--- src/rtl/ring_interlock_pkg.sv ---
// Shared types and helpers for the ring route interlock: route states and
// conflict-map construction for ring topologies.
package ring_interlock_pkg;

   localparam int unsigned MAX_ROUTES = 32;
   localparam int unsigned MAX_MAP_W  = MAX_ROUTES * MAX_ROUTES;

   // Ring-neighbour conflict map for eight routes (route i vs i+-1 mod 8).
   localparam logic [63:0] RING_MAP_8 = 64'h41A0_5028_140A_0582;

   typedef enum logic [1:0] {
      IDLE      = 2'd0,
      PENDING   = 2'd1,
      LOCKED    = 2'd2,
      RELEASING = 2'd3
   } route_state_t;

   // Builds a map where each route conflicts with its two ring neighbours.
   function automatic logic [MAX_MAP_W-1:0] ring_conflict_map(input int unsigned n);
      logic [MAX_MAP_W-1:0] map;
      map = '0;
      for (int unsigned i = 0; i < n; i++) begin
         map[i*n + ((i + 1) % n)]     = 1'b1;
         map[i*n + ((i + n - 1) % n)] = 1'b1;
      end
      return map;
   endfunction

endpackage

--- src/rtl/ring_route_interlock_slot.sv ---
// Per-route lock state machine with time-locked release.
module route_slot
   import ring_interlock_pkg::*;
#(
   parameter int unsigned RELEASE_CYCLES = 16
) (
   input  logic         clk,
   input  logic         rst_n,
   input  logic         req,
   input  logic         rel,
   input  logic         estop,
   input  logic         win,
   output route_state_t state
);

   localparam int unsigned TW = (RELEASE_CYCLES > 1) ? $clog2(RELEASE_CYCLES) : 1;
   localparam logic [TW-1:0] TLOAD = TW'(RELEASE_CYCLES - 1);

   logic [TW-1:0] timer;

   // Cancel/estop take priority over a grant so a withdrawn request never locks.
   always_ff @(posedge clk or negedge rst_n) begin
      if (!rst_n) begin
         state <= IDLE;
         timer <= '0;
      end else begin
         case (state)
            IDLE: begin
               if (req && !estop) state <= PENDING;
            end
            PENDING: begin
               if (!req || estop) state <= IDLE;
               else if (win)      state <= LOCKED;
            end
            LOCKED: begin
               if (rel || estop) begin
                  state <= RELEASING;
                  timer <= TLOAD;
               end
            end
            RELEASING: begin
               if (timer == '0) state <= IDLE;
               else             timer <= timer - TW'(1);
            end
            default: state <= IDLE;
         endcase
      end
   end

endmodule

--- src/rtl/ring_route_interlock.sv ---
// Route interlock for a ring: per-route lock slots, conflict-based eligibility
// and a single-grant round-robin arbiter.
module ring_route_interlock
   import ring_interlock_pkg::*;
#(
   parameter int unsigned                  N_ROUTES       = 8,
   parameter logic [N_ROUTES*N_ROUTES-1:0] CONFLICT_MAP   = RING_MAP_8,
   parameter int unsigned                  RELEASE_CYCLES = 16
) (
   input  logic                        i_clk,
   input  logic                        i_rst_n,
   input  logic [N_ROUTES-1:0]         i_req,
   input  logic [N_ROUTES-1:0]         i_release,
   input  logic                        i_estop,
   output logic [N_ROUTES-1:0]         o_locked,
   output logic [N_ROUTES-1:0]         o_pending,
   output logic [N_ROUTES-1:0]         o_releasing,
   output logic [N_ROUTES-1:0]         o_blocked,
   output logic                        o_grant_vld,
   output logic [$clog2(N_ROUTES)-1:0] o_grant_id
);

   localparam int unsigned IDW = $clog2(N_ROUTES);

   route_state_t        st [N_ROUTES];
   logic [N_ROUTES-1:0] busy;
   logic [N_ROUTES-1:0] elig;
   logic [N_ROUTES-1:0] cand;
   logic [N_ROUTES-1:0] win_vec;
   logic [IDW-1:0]      ptr_q;
   logic [IDW-1:0]      win_idx;
   logic                win_found;

   for (genvar g = 0; g < N_ROUTES; g++) begin : g_slot
      route_slot #(
         .RELEASE_CYCLES (RELEASE_CYCLES)
      ) u_slot (
         .clk   (i_clk),
         .rst_n (i_rst_n),
         .req   (i_req[g]),
         .rel   (i_release[g]),
         .estop (i_estop),
         .win   (win_vec[g]),
         .state (st[g])
      );
   end

   // State decodes.
   always_comb begin
      o_locked    = '0;
      o_pending   = '0;
      o_releasing = '0;
      for (int unsigned i = 0; i < N_ROUTES; i++) begin
         o_locked[i]    = (st[i] == LOCKED);
         o_pending[i]   = (st[i] == PENDING);
         o_releasing[i] = (st[i] == RELEASING);
      end
   end

   assign busy = o_locked | o_releasing;

   // Conflicts are symmetric: either direction of the map counts; diagonal ignored.
   always_comb begin
      elig = '0;
      for (int unsigned i = 0; i < N_ROUTES; i++) begin
         elig[i] = o_pending[i];
         for (int unsigned j = 0; j < N_ROUTES; j++) begin
            if ((j != i) && busy[j] &&
                (CONFLICT_MAP[i*N_ROUTES + j] || CONFLICT_MAP[j*N_ROUTES + i]))
               elig[i] = 1'b0;
         end
      end
   end

   assign o_blocked = o_pending & ~elig;

   // A route dropping its request this cycle is leaving PENDING, so it is not offered.
   assign cand = i_estop ? '0 : (elig & i_req);

   // Round-robin search starting at the pointer, wrapping modulo N_ROUTES.
   always_comb begin
      int unsigned idx;
      idx       = 0;
      win_found = 1'b0;
      win_idx   = '0;
      for (int unsigned k = 0; k < N_ROUTES; k++) begin
         idx = 32'(ptr_q) + k;
         if (idx >= N_ROUTES) idx = idx - N_ROUTES;
         if (!win_found && cand[idx]) begin
            win_found = 1'b1;
            win_idx   = IDW'(idx);
         end
      end
   end

   always_comb begin
      win_vec = '0;
      if (win_found) win_vec[win_idx] = 1'b1;
   end

   // Grant registers and round-robin pointer.
   always_ff @(posedge i_clk or negedge i_rst_n) begin
      if (!i_rst_n) begin
         ptr_q       <= '0;
         o_grant_vld <= 1'b0;
         o_grant_id  <= '0;
      end else begin
         o_grant_vld <= win_found;
         if (win_found) begin
            o_grant_id <= win_idx;
            ptr_q      <= (32'(win_idx) == N_ROUTES - 1) ? '0 : win_idx + IDW'(1);
         end
      end
   end

endmodule

--- config.mk ---
export PLATFORM = sky130hd
export DESIGN_NAME = ring_route_interlock
export DESIGN_NICKNAME = d
export VERILOG_FILES = /design/src/rtl/ring_interlock_pkg.sv /design/src/rtl/ring_route_interlock_slot.sv /design/src/rtl/ring_route_interlock.sv
export SDC_FILE = /design/constraint.sdc
export NUM_CORES = 1
export LEC_CHECK = 0
export ABC_AREA = 1
export CAP_MARGIN = 20
export CORE_UTILIZATION = 65
export CTS_CLUSTER_SIZE = 14
export DETAILED_ROUTE_END_ITERATION = 16
export DONT_BUFFER_PORTS = 1
export HOLD_SLACK_MARGIN = 0.05
export PLACE_DENSITY = 0.89
export SYNTH_ARGS = -nofsm -noshare
export SYNTH_HDL_FRONTEND = slang
export SYNTH_HIERARCHICAL = 1
export SYNTH_SLANG_ARGS = --single-unit
--- constraint.sdc ---
create_clock -name i_clk -period 3.4 [get_ports i_clk]
set_input_delay 1.02 -clock i_clk [delete_from_list [all_inputs] [get_ports i_clk]]
set_output_delay 1.02 -clock i_clk [all_outputs]
set_load 0.02 [all_outputs]
==> results of run 1 <==
## layout by cell type, fill, tap and decap left out, types with 21 or more instances in the layout
cell type,count
nor2_1,76
dfrtp_1,55
inv_1,102
o21ai_1,42
nand2_1,151
nor2_2,22
inv_2,21
nand3_1,73
## worst max-delay path by stage
| stage | endpoint | slack, ns | cells after the start |
|---|---|---|---|
| floorplan | ptr_q[1] | 0.52 | 18 |
| global route | g_slot[1].u_slot/state[0] | 0.19 | 17 |
| global placement | g_slot[0].u_slot/state[0] | 0.29 | 19 |
| finish | g_slot[1].u_slot/state[0] | 0.32 | 17 |
| CTS | g_slot[1].u_slot/state[0] | 0.37 | 17 |
| detailed placement | g_slot[0].u_slot/state[0] | 0.23 | 19 |
## through the flow
step,cells,hold WS (ns),util [%],setup WS [ns]
after global placement,782,0.4706,69.43,0.2863
after detailed placement,782,0.4774,69.43,0.2276
final,790,0.3837,70.95,0.3173
after CTS,790,0.3786,70.95,0.3721
after global routing,790,0.3715,70.95,0.1863
after floorplan,687,0.4572,-,0.5164
## per-layer routing
| layer | vias to the layer above | global-route usage (%) |
|---|---|---|
| met5 | - | 0 |
| li1 | 2196 | - |
| met3 | 38 | 6.286 |
| met2 | 144 | 49.93 |
| met1 | 1988 | 39.02 |
| met4 | 0 | 16.67 |
## kinds of logic after synthesis
kind of cell	share of synthesized area (%)
xor gates and xnor gates	2.645
AOI/OAI and AO/OA	9.717
adders and majority gates	2.969
buffers and inverters	11.28
DFF	29.69
and+or+nand+nor	43.70
## layout make-up
type	count	area [um2]	area share, %
clock inverter	1	7.507	0.1549
tap	96	120.1	2.478
clock buffer	7	96.34	1.988
inverter	124	465.4	9.602
sequential	55	1376	28.39
timing repair buffer	6	45.04	0.9293
multi-input combinational	501	2736	56.45
## worst register-to-register path: stages, from the launching register on
cell and delay (ns):
dfrtp_1 0.39, inv_2 0.15, ha_1 0.35, clkinv_1 0.27, nand3_1 0.20, nand3_1 0.12, nand2_2 0.12, nand2_4 0.08
nor2_8 0.09, nand3_4 0.10, nor2_8 0.14, nand3_2 0.12, a21oi_4 0.24, nand2_2 0.08, nor2_1 0.26, inv_1 0.09
nand2_1 0.08, a31oi_1 0.07
==> impl_metrics.py, run 1 <==
metrics = {
    "run_status": {
        "status": "completed",
    },
    "yosys": {
        "synth_top_area_cell": "dfrtp_1",
        "yosysSeqAreaShare_pct": 29.69,
        "synth_area_mm2": 0.004636,
        "ys_seq_elements": 55,
        "async_flop_share_pct": 100.0,
        "yosysMostFrequentCell": "nand2_1",
        "yosys_warnings": 6,
        "synth_edf_count": 0,
        "avgSynthCellArea_um2": 6.748,
        "syn_nets": 717,
        "synthTopCellsByCount": "nand2_1 (151), inv_1 (102), nor2_1 (76)",
        "synth_top_area_share_pct": 29.69,
        "synthFlopType": "dfrtp_1",
        "synthTopCellsByArea": "dfrtp_1 (30%), nand2_1 (12%), inv_1 (8.3%)",
        "synth_cell_types": 30,
        "syn_inst": 687,
    },
    "global_routing": {
        "grt_pass1_vias": 4044,
        "grt_antenna_before_repair": 0,
        "grt_overflow": 0,
        "grt_pass1_wl_mm": 18.22,
        "grt_max_degree": 56,
        "track_usage_pct": 30.92,
    },
    "clocking": {
        "root_buffer": "clkbuf_8",
        "cts_inserted_buffers": 5,
        "clkLatencyLatePin_ns": 0.32,
        "cts.repair.resized": 0,
        "htree_levels": 2,
        "ctsHoldBuffers": 0,
        "cts_setup_buffers": 0,
        "cts_tree": "built",
        "path_clk_slew_ns": 0.10,
        "clock_path_buffers": 2,
        "cts_num_sinks": 55,
    },
    "hold_path": {
        "hold_class": "in2async",
    },
    "place": {
        "numPortBuffers": 0,
        "dp_hpwl_mm": 8.587,
        "place_congestion": 0.9491,
        "placed_area_mm2": 0.004743,
    },
    "final_layout": {
        "nFillCells": 576,
        "syn2layout_area_growth_pct": 4.561,
        "antenna_cells": 0,
        "drive_gt1_share_pct": 17.87,
        "post-route-cell-area_mm2": 0.004847,
        "nets": 723,
    },
    "critical_path": {
        "r2r_slack_ns": 0.32,
        "path_class": "reg2reg",
        "crit_slowest_cell": "dfrtp_1",
        "worst-endpoint-required_ns": 3.59,
        "crit_path_start": "ptr_q[0]",
        "r2r_end": "g_slot[1].u_slot/state[0]",
        "cp_num_buf_inv": 3,
        "reg2reg_depth": 17,
        "reg2reg_from": "ptr_q[0]",
        "crit_path_start_kind": "register",
        "cp_slowest_stage_delay_ns": 0.39,
        "cp_top_family": "simple AND/OR/NAND/NOR gates",
        "arrival_ns": 3.27,
        "cp-end-kind": "register",
        "cp_max_fo": 13,
        "worstPathCellList": "inv_2 -> ha_1 -> clkinv_1 -> nand3_1 -> nand3_1 -> nand2_2 -> nand2_4 -> nor2_8 -> nand3_4 -> nor2_8 -> nand3_2 -> a21oi_4 -> nand2_2 -> nor2_1 -> inv_1 -> nand2_1 -> a31oi_1",
    },
    "timing": {
        "clock.fmax_ghz": 0.3244,
        "setup_violations": 0,
        "finalMaxSlewViolations": 0,
        "maxSlewHeadroom_pct": 49.46,
        "setup_tns_ns": 0,
        "period_share_pct": 90.67,
        "period_minus_slack_ns": 3.083,
        "fin_skew_ns": 0.01140,
        "worst_pin_slew_ns": 0.7524,
        "rsz0062_at_grt": "no",
        "hold_viol": 0,
    },
    "drt": {
        "route.met3.wl_um": 765,
        "highest_layer": "met4",
        "first_pass_iters": 5,
        "ant_nets": 0,
        "viasPerCell": 5.527,
        "wl_met2_mm": 5.028,
        "first_iter_violations": 321,
        "drc": 0,
        "wl_per_cell_um": 13.79,
        "wirelength_met1_mm": 4.643,
        "routed_wl_mm": 10.89,
        "vias": 4366,
    },
    "die": {
        "pin_count": 55,
        "row_count": 30,
        "initial_core_util_pct": 67.86,
        "design.core.area_mm2": 0.006832,
        "dieHeight_um": 86.45,
        "fp.dieW_um": 86.45,
        "dieArea_mm2": 0.007474,
    },
    "job": {
        "drv_cap": 0,
    },
}
Power of run 1 is not shown: default switching activity piles up to over one toggle a cycle in this logic, so the estimate is an artifact.
==> inputs of run 2 (changes only) <==
- SYNTH_HIERARCHICAL: 1 -> not set
==> run 2 against run 1 <==
Effect of this change: sequential share of layout area grew 3.9 points; critical path depth is 1 higher; setup slack better by 0.14 ns; critical path type is now in2reg; critical endpoint is now ptr_q[0].
==> impl_metrics.py, run 2 <==
metrics = {
    "critical_path": {
        "reg2reg_depth": 17,
        "cp_max_fo": 16,
        "worst-endpoint-required_ns": 3.59,
        "cp-end-kind": "register",
        "crit_path_start_kind": "input port",
        "arrival_ns": 3.13,
        "path_class": "in2reg",
    },
    "yosys": {
        "yosys_warnings": 0,
        "async_flop_share_pct": 100.0,
        "synth_top_area_share_pct": 33.78,
        "synthTopCellsByCount": "nand2_1 (119), inv_1 (74), nand3_1 (56)",
        "yosysSeqAreaShare_pct": 33.78,
        "yosysMostFrequentCell": "nand2_1",
        "synth_cell_types": 42,
        "synth_top_area_cell": "dfrtp_1",
        "synth_edf_count": 0,
        "synth_area_mm2": 0.004074,
        "syn_inst": 569,
        "ys_seq_elements": 55,
        "synthFlopType": "dfrtp_1",
        "syn_nets": 599,
        "synthTopCellsByArea": "dfrtp_1 (34%), nand2_1 (11%), nand3_1 (6.9%)",
        "avgSynthCellArea_um2": 7.160,
    },
    "run_status": {
        "status": "completed",
    },
    "clocking": {
        "clock_path_buffers": 2,
        "htree_levels": 2,
        "ctsHoldBuffers": 0,
        "cts_num_sinks": 55,
        "root_buffer": "clkbuf_8",
        "cts_tree": "built",
        "cts_setup_buffers": 0,
        "clkLatencyLatePin_ns": 0.31,
        "path_clk_slew_ns": 0.11,
        "cts.repair.resized": 0,
        "cts_inserted_buffers": 5,
    },
    "global_routing": {
        "grt_pass1_wl_mm": 15.55,
        "grt_max_degree": 56,
        "grt_antenna_before_repair": 0,
        "grt_overflow": 0,
        "grt_pass1_vias": 3554,
        "track_usage_pct": 30.50,
    },
    "die": {
        "fp.dieW_um": 81.17,
        "dieHeight_um": 81.17,
        "dieArea_mm2": 0.006588,
        "pin_count": 55,
        "design.core.area_mm2": 0.005991,
        "initial_core_util_pct": 68.00,
        "row_count": 28,
    },
    "final_layout": {
        "final_util_pct": 71.22,
        "final_common_cell": "nand2_1",
        "seq_area_mm2": 0.001376,
        "antenna_cells": 0,
        "drive_gt1_share_pct": 16.32,
        "layout_common_cells": "nand2_1 (119), inv_1 (74), nand3_1 (56), nor2_1 (55), dfrtp_1 (55)",
        "syn2layout_area_growth_pct": 4.730,
        "multi_input_area_mm2": 0.002302,
        "nets": 605,
        "nFillCells": 480,
    },
    "timing": {
        "rsz0062_at_grt": "no",
        "setup_violations": 0,
        "worst_pin_slew_ns": 0.5114,
        "period_minus_slack_ns": 2.941,
        "holdWs_ns": 0.3802,
        "hold_viol": 0,
        "fin_skew_ns": 0.008287,
        "maxSlewHeadroom_pct": 65.78,
        "clock.fmax_ghz": 0.3400,
        "setup_tns_ns": 0,
        "period_share_pct": 86.50,
        "finalMaxSlewViolations": 0,
    },
    "drt": {
        "ant_nets": 0,
        "routed_wl_mm": 9.291,
        "first_pass_iters": 5,
        "vias": 3778,
        "drc": 0,
        "first_iter_violations": 240,
        "viasPerCell": 5.803,
        "wl_per_cell_um": 14.27,
    },
    "hold_path": {
        "hold_class": "in2async",
    },
    "job": {
        "drv_cap": 0,
    },
    "place": {
        "place_congestion": 0.9597,
        "dp_hpwl_mm": 7.373,
        "numPortBuffers": 0,
    },
}
[run 2: changes by cell type in the layout (fill, tap and decap cells not counted), sizes merged, moves of 3 or more]
cell | previous run | this run
nand2 | 189 | 142
inv | 123 | 91
nor2 | 100 | 70
o21ai | 69 | 39
a21oi | 2 | 20
nand3 | 87 | 74
a22oi | 0 | 6
a21o | 0 | 3
nand4 | 19 | 16
xor2 | 10 | 7
[run 2: layer usage]
layer  share of wire [%]  wire, um  vias up  track usage, %
li1                    -         -     1880               -
met1                  43      3950     1736           37.95
met2                  47      4394      146           52.35
met3                 8.8       817       16           7.753
met4                 1.4       129        0           8.036
met5                   0         0        -               0
[run 2: layout make-up]
type | instances | share of cell area [%]
multi-input cells | 416 | 53.96
flip-flops and latches | 55 | 32.26
inverters | 91 | 8.153
well taps | 75 | 2.199
clock buffers | 6 | 1.935
repair buffers | 6 | 1.056
clock inverters | 2 | 0.4399
[run 2: kinds of logic (layout without fill, tap and decap cells)]
kind of cell               count (synthesis)  count (layout)  share of synthesized area (%)
and+or+nand+nor                          315             315                          39.43
AOI/OAI and AO/OA                         82              82                          11.61
xor gates and xnor gates                   8               8                          2.089
DFF                                       55              55                          33.78
adders and majority gates                 11              11                          3.378
buffers and inverters                     98             105                          9.705
[run 2: through the flow]
stage / std cells / worst slack, ns / cell area [um2]
6_report: 651 / 0.4591 / 4267
5_1_grt: 651 / 0.1996 / 4267
4_1_cts: 651 / 0.4872 / 4267
3_5_place_dp: 643 / 0.1907 / 4165
2_1_floorplan: 569 / 0.4840 / 4074
3_3_place_gp: 643 / 0.1869 / 4165
[run 2: path summary, 6_finish.rpt]
path	from	to	slack, ns
max in group asynchronous	i_rst_n	o_grant_vld	2.92
min in group i_clk	g_slot[6].u_slot.timer[0]	g_slot[6].u_slot.timer[0]	0.48
min reg2reg	g_slot[6].u_slot.timer[0]	g_slot[6].u_slot.timer[0]	0.48
min	i_rst_n	g_slot[1].u_slot.timer[0]	0.38
max	i_estop	ptr_q[0]	0.46
max reg2reg	ptr_q[0]	ptr_q[0]	0.46
[run 2: critical path: stages]
cell	delay, ns
inv_6	0.08
nand2_2	0.07
nor2_2	0.17
nand3_2	0.11
nand3_1	0.13
nand3_1	0.15
nand2_2	0.15
inv_2	0.06
o21ai_2	0.14
inv_1	0.05
nand2_1	0.08
nand3b_1	0.14
nand2_2	0.11
inv_2	0.13
ha_1	0.18
inv_1	0.06
o21ai_0	0.17
o21ai_0	0.11
Power of run 2 is left out for the same reason.
==> RTL change 1, RTL diff (config.mk and constraints of run 2) <==
`N_ROUTES`: 8 -> 16.
--- a/src/rtl/ring_route_interlock.sv
+++ b/src/rtl/ring_route_interlock.sv
@@ -5,3 +5,3 @@
 #(
-   parameter int unsigned                  N_ROUTES       = 8,
+   parameter int unsigned                  N_ROUTES       = 16,
    parameter logic [N_ROUTES*N_ROUTES-1:0] CONFLICT_MAP   = RING_MAP_8,
Ports: changed (7 resized); port bits go from 55 to 104. The function was not compared with the original's and may differ.
==> RTL change 1 against run 2 <==
The run now fails in 5_1_grt; synthesized area is 99% higher.
==> RTL change 1: results (changes against run 2) <==
Total number of H-tree levels - 3 (+1)
Sinks on Clock Net - 105 (+91%)
Sequential-to-total area share from yosys stat - 0.324 (-0.0140)
Routing usage on met1 - 0.850
Final weighted congestion in routability-driven placement - 1.04 (+8.1%)
Cell area reported after detailed placement - 0.00986 mm2 (+140%)
Outcome - aborted with a tool error
Overall routing resource usage - 0.914
Fail Step - 5_1_grt
Placed wire-length estimate after detailed placement - 19,700 um (+170%)
Number of warnings printed during yosys synthesis - 0 (unchanged)
Global Route met2 Usage - 1.08
Number of buffers created by CTS - 9 (+4)
Share of flip-flops with an asynchronous set or reset after synthesis - 1.00 (unchanged)
Average instance area after synthesis - 6.53 um2 (-8.8%)
Final global-route overflow total - 417
Maximum number of pins on one net before global-route repair - 106
Top area cells in the synthesized netlist - sky130_fd_sc_hd__dfrtp_1 32%, sky130_fd_sc_hd__nand2_1 14%, sky130_fd_sc_hd__nand3_1 9.6%, sky130_fd_sc_hd__inv_1 8.7%, sky130_fd_sc_hd__nor2_1 6.9%
Most used standard cells in the synthesized netlist - 309 x sky130_fd_sc_hd__nand2_1, 187 x sky130_fd_sc_hd__inv_1, 156 x sky130_fd_sc_hd__nand3_1
Clock Path Buffers - 2 (unchanged)
GRT repair_timing worst endpoint - _2236_/D
Global Route met3 Usage - 0.769
First error line in the log - [ERROR GRT-0232] Routing congestion too high. Check the congestion heatmap in the GUI.
Prevailing post-synth register cell - sky130_fd_sc_hd__dfrtp_1
Synth cell types - 49 (+17%)
Classification of the worst endpoint - register input
Library cell used as clock root buffer - sky130_fd_sc_hd__clkbuf_16
==> RTL change 1: cells by family after synthesis <==
| family | Yosys count | synth area share |
|---|---|---|
| DFF | 105 | 0.324 |
| AOI/OAI and AO/OA | 166 | 0.120 |
| adders and majority gates | 27 | 0.0416 |
| buffers and inverters | 220 | 0.108 |
| and+or+nand+nor | 716 | 0.398 |
| xor gates and xnor gates | 8 | 0.00864 |
| other | 1 | 0.000462 |
==> RTL change 1: stage by stage <==
| stage | setup TNS (ps) | setup WS (ps) | std cells | hold WS [ps] | utilization |
|---|---|---|---|---|---|
| 3_3_place_gp | -27630 | -817 | 1590 | 453 | 0.814 |
| 3_5_place_dp | -32940 | -1010 | 1590 | 457 | 0.814 |
| 2_1_floorplan | -12180 | -442 | 1248 | 440 | - |
| 4_1_cts | -9960 | -346 | 1634 | 346 | 0.894 |
==> RTL change 1: timing repair <==
| action | CTS |
|---|---|
| setup endpoints to repair | 41 |
| gates cloned | 1 |
| gates resized for setup | 129 |
| setup buffers | 27 |
| pin swaps | 45 |
==> RTL change 2, RTL diff (flow settings as in run 2) <==
Made on the original files. Make the reset (`i_rst_n` and `rst_n`) synchronous in 2 clocked blocks.
--- a/src/rtl/ring_route_interlock_slot.sv
+++ b/src/rtl/ring_route_interlock_slot.sv
@@ -21,3 +21,3 @@
    // Cancel/estop take priority over a grant so a withdrawn request never locks.
-   always_ff @(posedge clk or negedge rst_n) begin
+   always_ff @(posedge clk) begin
       if (!rst_n) begin
--- a/src/rtl/ring_route_interlock.sv
+++ b/src/rtl/ring_route_interlock.sv
@@ -101,3 +101,3 @@
    // Grant registers and round-robin pointer.
-   always_ff @(posedge i_clk or negedge i_rst_n) begin
+   always_ff @(posedge i_clk) begin
       if (!i_rst_n) begin
Check against the original RTL: differs if i_rst_n is asserted again (counterexample within 4 cycles, from zero or initial values and one cycle with i_rst_n low); with i_rst_n held inactive, the same outputs for 4 cycles.
==> RTL change 2 against run 2 <==
Wire length up 4.8%; maximum frequency down 6.3%; setup slack worse by 200 ps; count of clock-buffer cells in the layout shrank 1; synthesized cell count is 4.9% higher; design area fell by 7.8%; register-to-register slack lost 60 ps; synthesized area decreased by 9.2%; sequential cell count unchanged.
==> RTL change 2: results (changes against run 2) <==
Worst-case setup slack after placement - -45.9 ps (-237 ps)
Routed met3 length - 908 um (+11%)
Total routed wire length on the met1 layer - 3990 um (+0.94%)
Most used standard cells in the synthesized netlist - 141 x sky130_fd_sc_hd__nand2_1, 90 x sky130_fd_sc_hd__inv_1, 69 x sky130_fd_sc_hd__nand3_1, 69 x sky130_fd_sc_hd__nor2_1, 55 x sky130_fd_sc_hd__dfxtp_1
Overall routing resource usage - 0.340 (+0.0347)
Prevailing post-synth register cell - sky130_fd_sc_hd__dfxtp_1
Share of flip-flops with an asynchronous set or reset after synthesis - 0 (-1.00)
Layout cells sized above 1 - 0.0849 (-0.0783)
Number of global-route vias before repair - 3,695 (+4.0%)
CP max stage delay - 260 ps (+80 ps)
Critical path data arrival time - 3340 ps (+210 ps)
Actual transition at the worst max-transition pin - 617 ps (+105 ps)
Outcome - completed
Synth cell types - 34 (-19%)
Wire length of the first global-routing pass - 16,400 um (+5.7%)
Final weighted congestion in routability-driven placement - 1.02 (+6.1%)
Worst clock skew - 10.5 ps (+2.21 ps)
Top area cells in the synthesized netlist - sky130_fd_sc_hd__dfxtp_1 30%, sky130_fd_sc_hd__nand2_1 14%, sky130_fd_sc_hd__nand3_1 9.3%, sky130_fd_sc_hd__inv_1 9.1%, sky130_fd_sc_hd__nor2_1 7.0%
Sequential-to-total area share from yosys stat - 0.298 (-0.0401)
Placed wire-length estimate after detailed placement - 7340 um (-0.42%)
Via-to-Cell Ratio - 5.90 (+1.7%)
Highest metal layer used by the detailed router - met4
Number of detailed-route iterations in the first pass - 6 (+1)
Critical-path maximum fanout - 15 (-1)
Synth Net Count - 627 (+4.7%)
Slowest cell on crit path - sky130_fd_sc_hd__o21ai_0
Highest achievable clock rate - 319 MHz (-6.3%)
Port Buffers - 0 (unchanged)
Maximum number of pins on one net before global-route repair - 24 (-57%)
R2R Setup Slk - 400 ps (-60 ps)
Total Routed Length - 9740 um (+4.8%)
Total of fill cells in the finished design - 473 (-1.5%)
## RTL change 2: changes by cell type in the layout (fill, tap and decap cells not counted), moves of 6 or more
| cell | before | now |
|---|---|---|
| sky130_fd_sc_hd__dfrtp_1 | 55 | 0 |
| sky130_fd_sc_hd__nand2_1 | 119 | 141 |
| sky130_fd_sc_hd__inv_1 | 74 | 90 |
| sky130_fd_sc_hd__a21oi_1 | 20 | 34 |
| sky130_fd_sc_hd__nand4_1 | 14 | 8 |
| sky130_fd_sc_hd__nand3_2 | 17 | 3 |
| sky130_fd_sc_hd__a211oi_1 | 0 | 8 |
| sky130_fd_sc_hd__nand2_2 | 21 | 11 |
| sky130_fd_sc_hd__nand3_1 | 56 | 69 |
| sky130_fd_sc_hd__nor2_1 | 55 | 68 |
| sky130_fd_sc_hd__a22oi_1 | 6 | 0 |
| sky130_fd_sc_hd__dfxtp_1 | 0 | 55 |
| sky130_fd_sc_hd__inv_2 | 15 | 1 |
## RTL change 2: timing repair
item                                    in CTS  in global routing
resized for setup                            0                  2
setup buffers                                0                  0
endpoints found under the setup margin       0                  6
hold buffers                                 0                  0
## RTL change 2: metal layers
| metal | up-vias | global-route usage |
|---|---|---|
| met5 | - | 0 |
| met2 | 201 | 0.559 |
| met4 | 0 | 0.158 |
| li1 | 1931 | - |
| met3 | 44 | 0.0800 |
| met1 | 1796 | 0.417 |
## RTL change 2: metrics by stage
step                      std cells  hold WS, ps  cell area, um2
after detailed placement        665          443            3790
after global placement          665          437            3790
after floorplan                 597          422            3700
after global routing            673          476            3930
final                           673          458            3930
after CTS                       673          457            3930
## RTL change 2: area by class of cell
cell class              instances  share of cell area
clock buffers                   5              0.0175
well taps                      72              0.0229
inverters                      94              0.0903
flip-flops and latches         55               0.280
multi-input cells             436               0.556
clock inverters                 3              0.0181
repair buffers                  8              0.0153
## RTL change 2: where the power goes
part | internal [uW] | switching (uW) | total [uW]
logic | 781 | 1710 | 2490
clock network | 299 | 238 | 537
registers | 794 | 149 | 943
## RTL change 2: cell families (layout without fill, tap and decap cells)
| family | Yosys count | in the layout | synth area share |
|---|---|---|---|
| buf+inv | 106 | 110 | 0.113 |
| simple gates | 328 | 328 | 0.399 |
| compound gates | 87 | 87 | 0.130 |
| xor+xnor | 10 | 10 | 0.0237 |
| flops | 55 | 55 | 0.298 |
| fa+ha+maj | 11 | 11 | 0.0372 |
## RTL change 2: path summary, 6_finish.rpt
kind,start,endpoint,depth (start not counted)
hold reg to reg,g_slot[4].u_slot.timer[0],g_slot[4].u_slot.timer[0],1
hold / removal,g_slot[4].u_slot.timer[0],g_slot[4].u_slot.timer[0],1
setup reg to reg,ptr_q[1],flip-flop,18
setup / recovery,i_estop,ptr_q[2],17
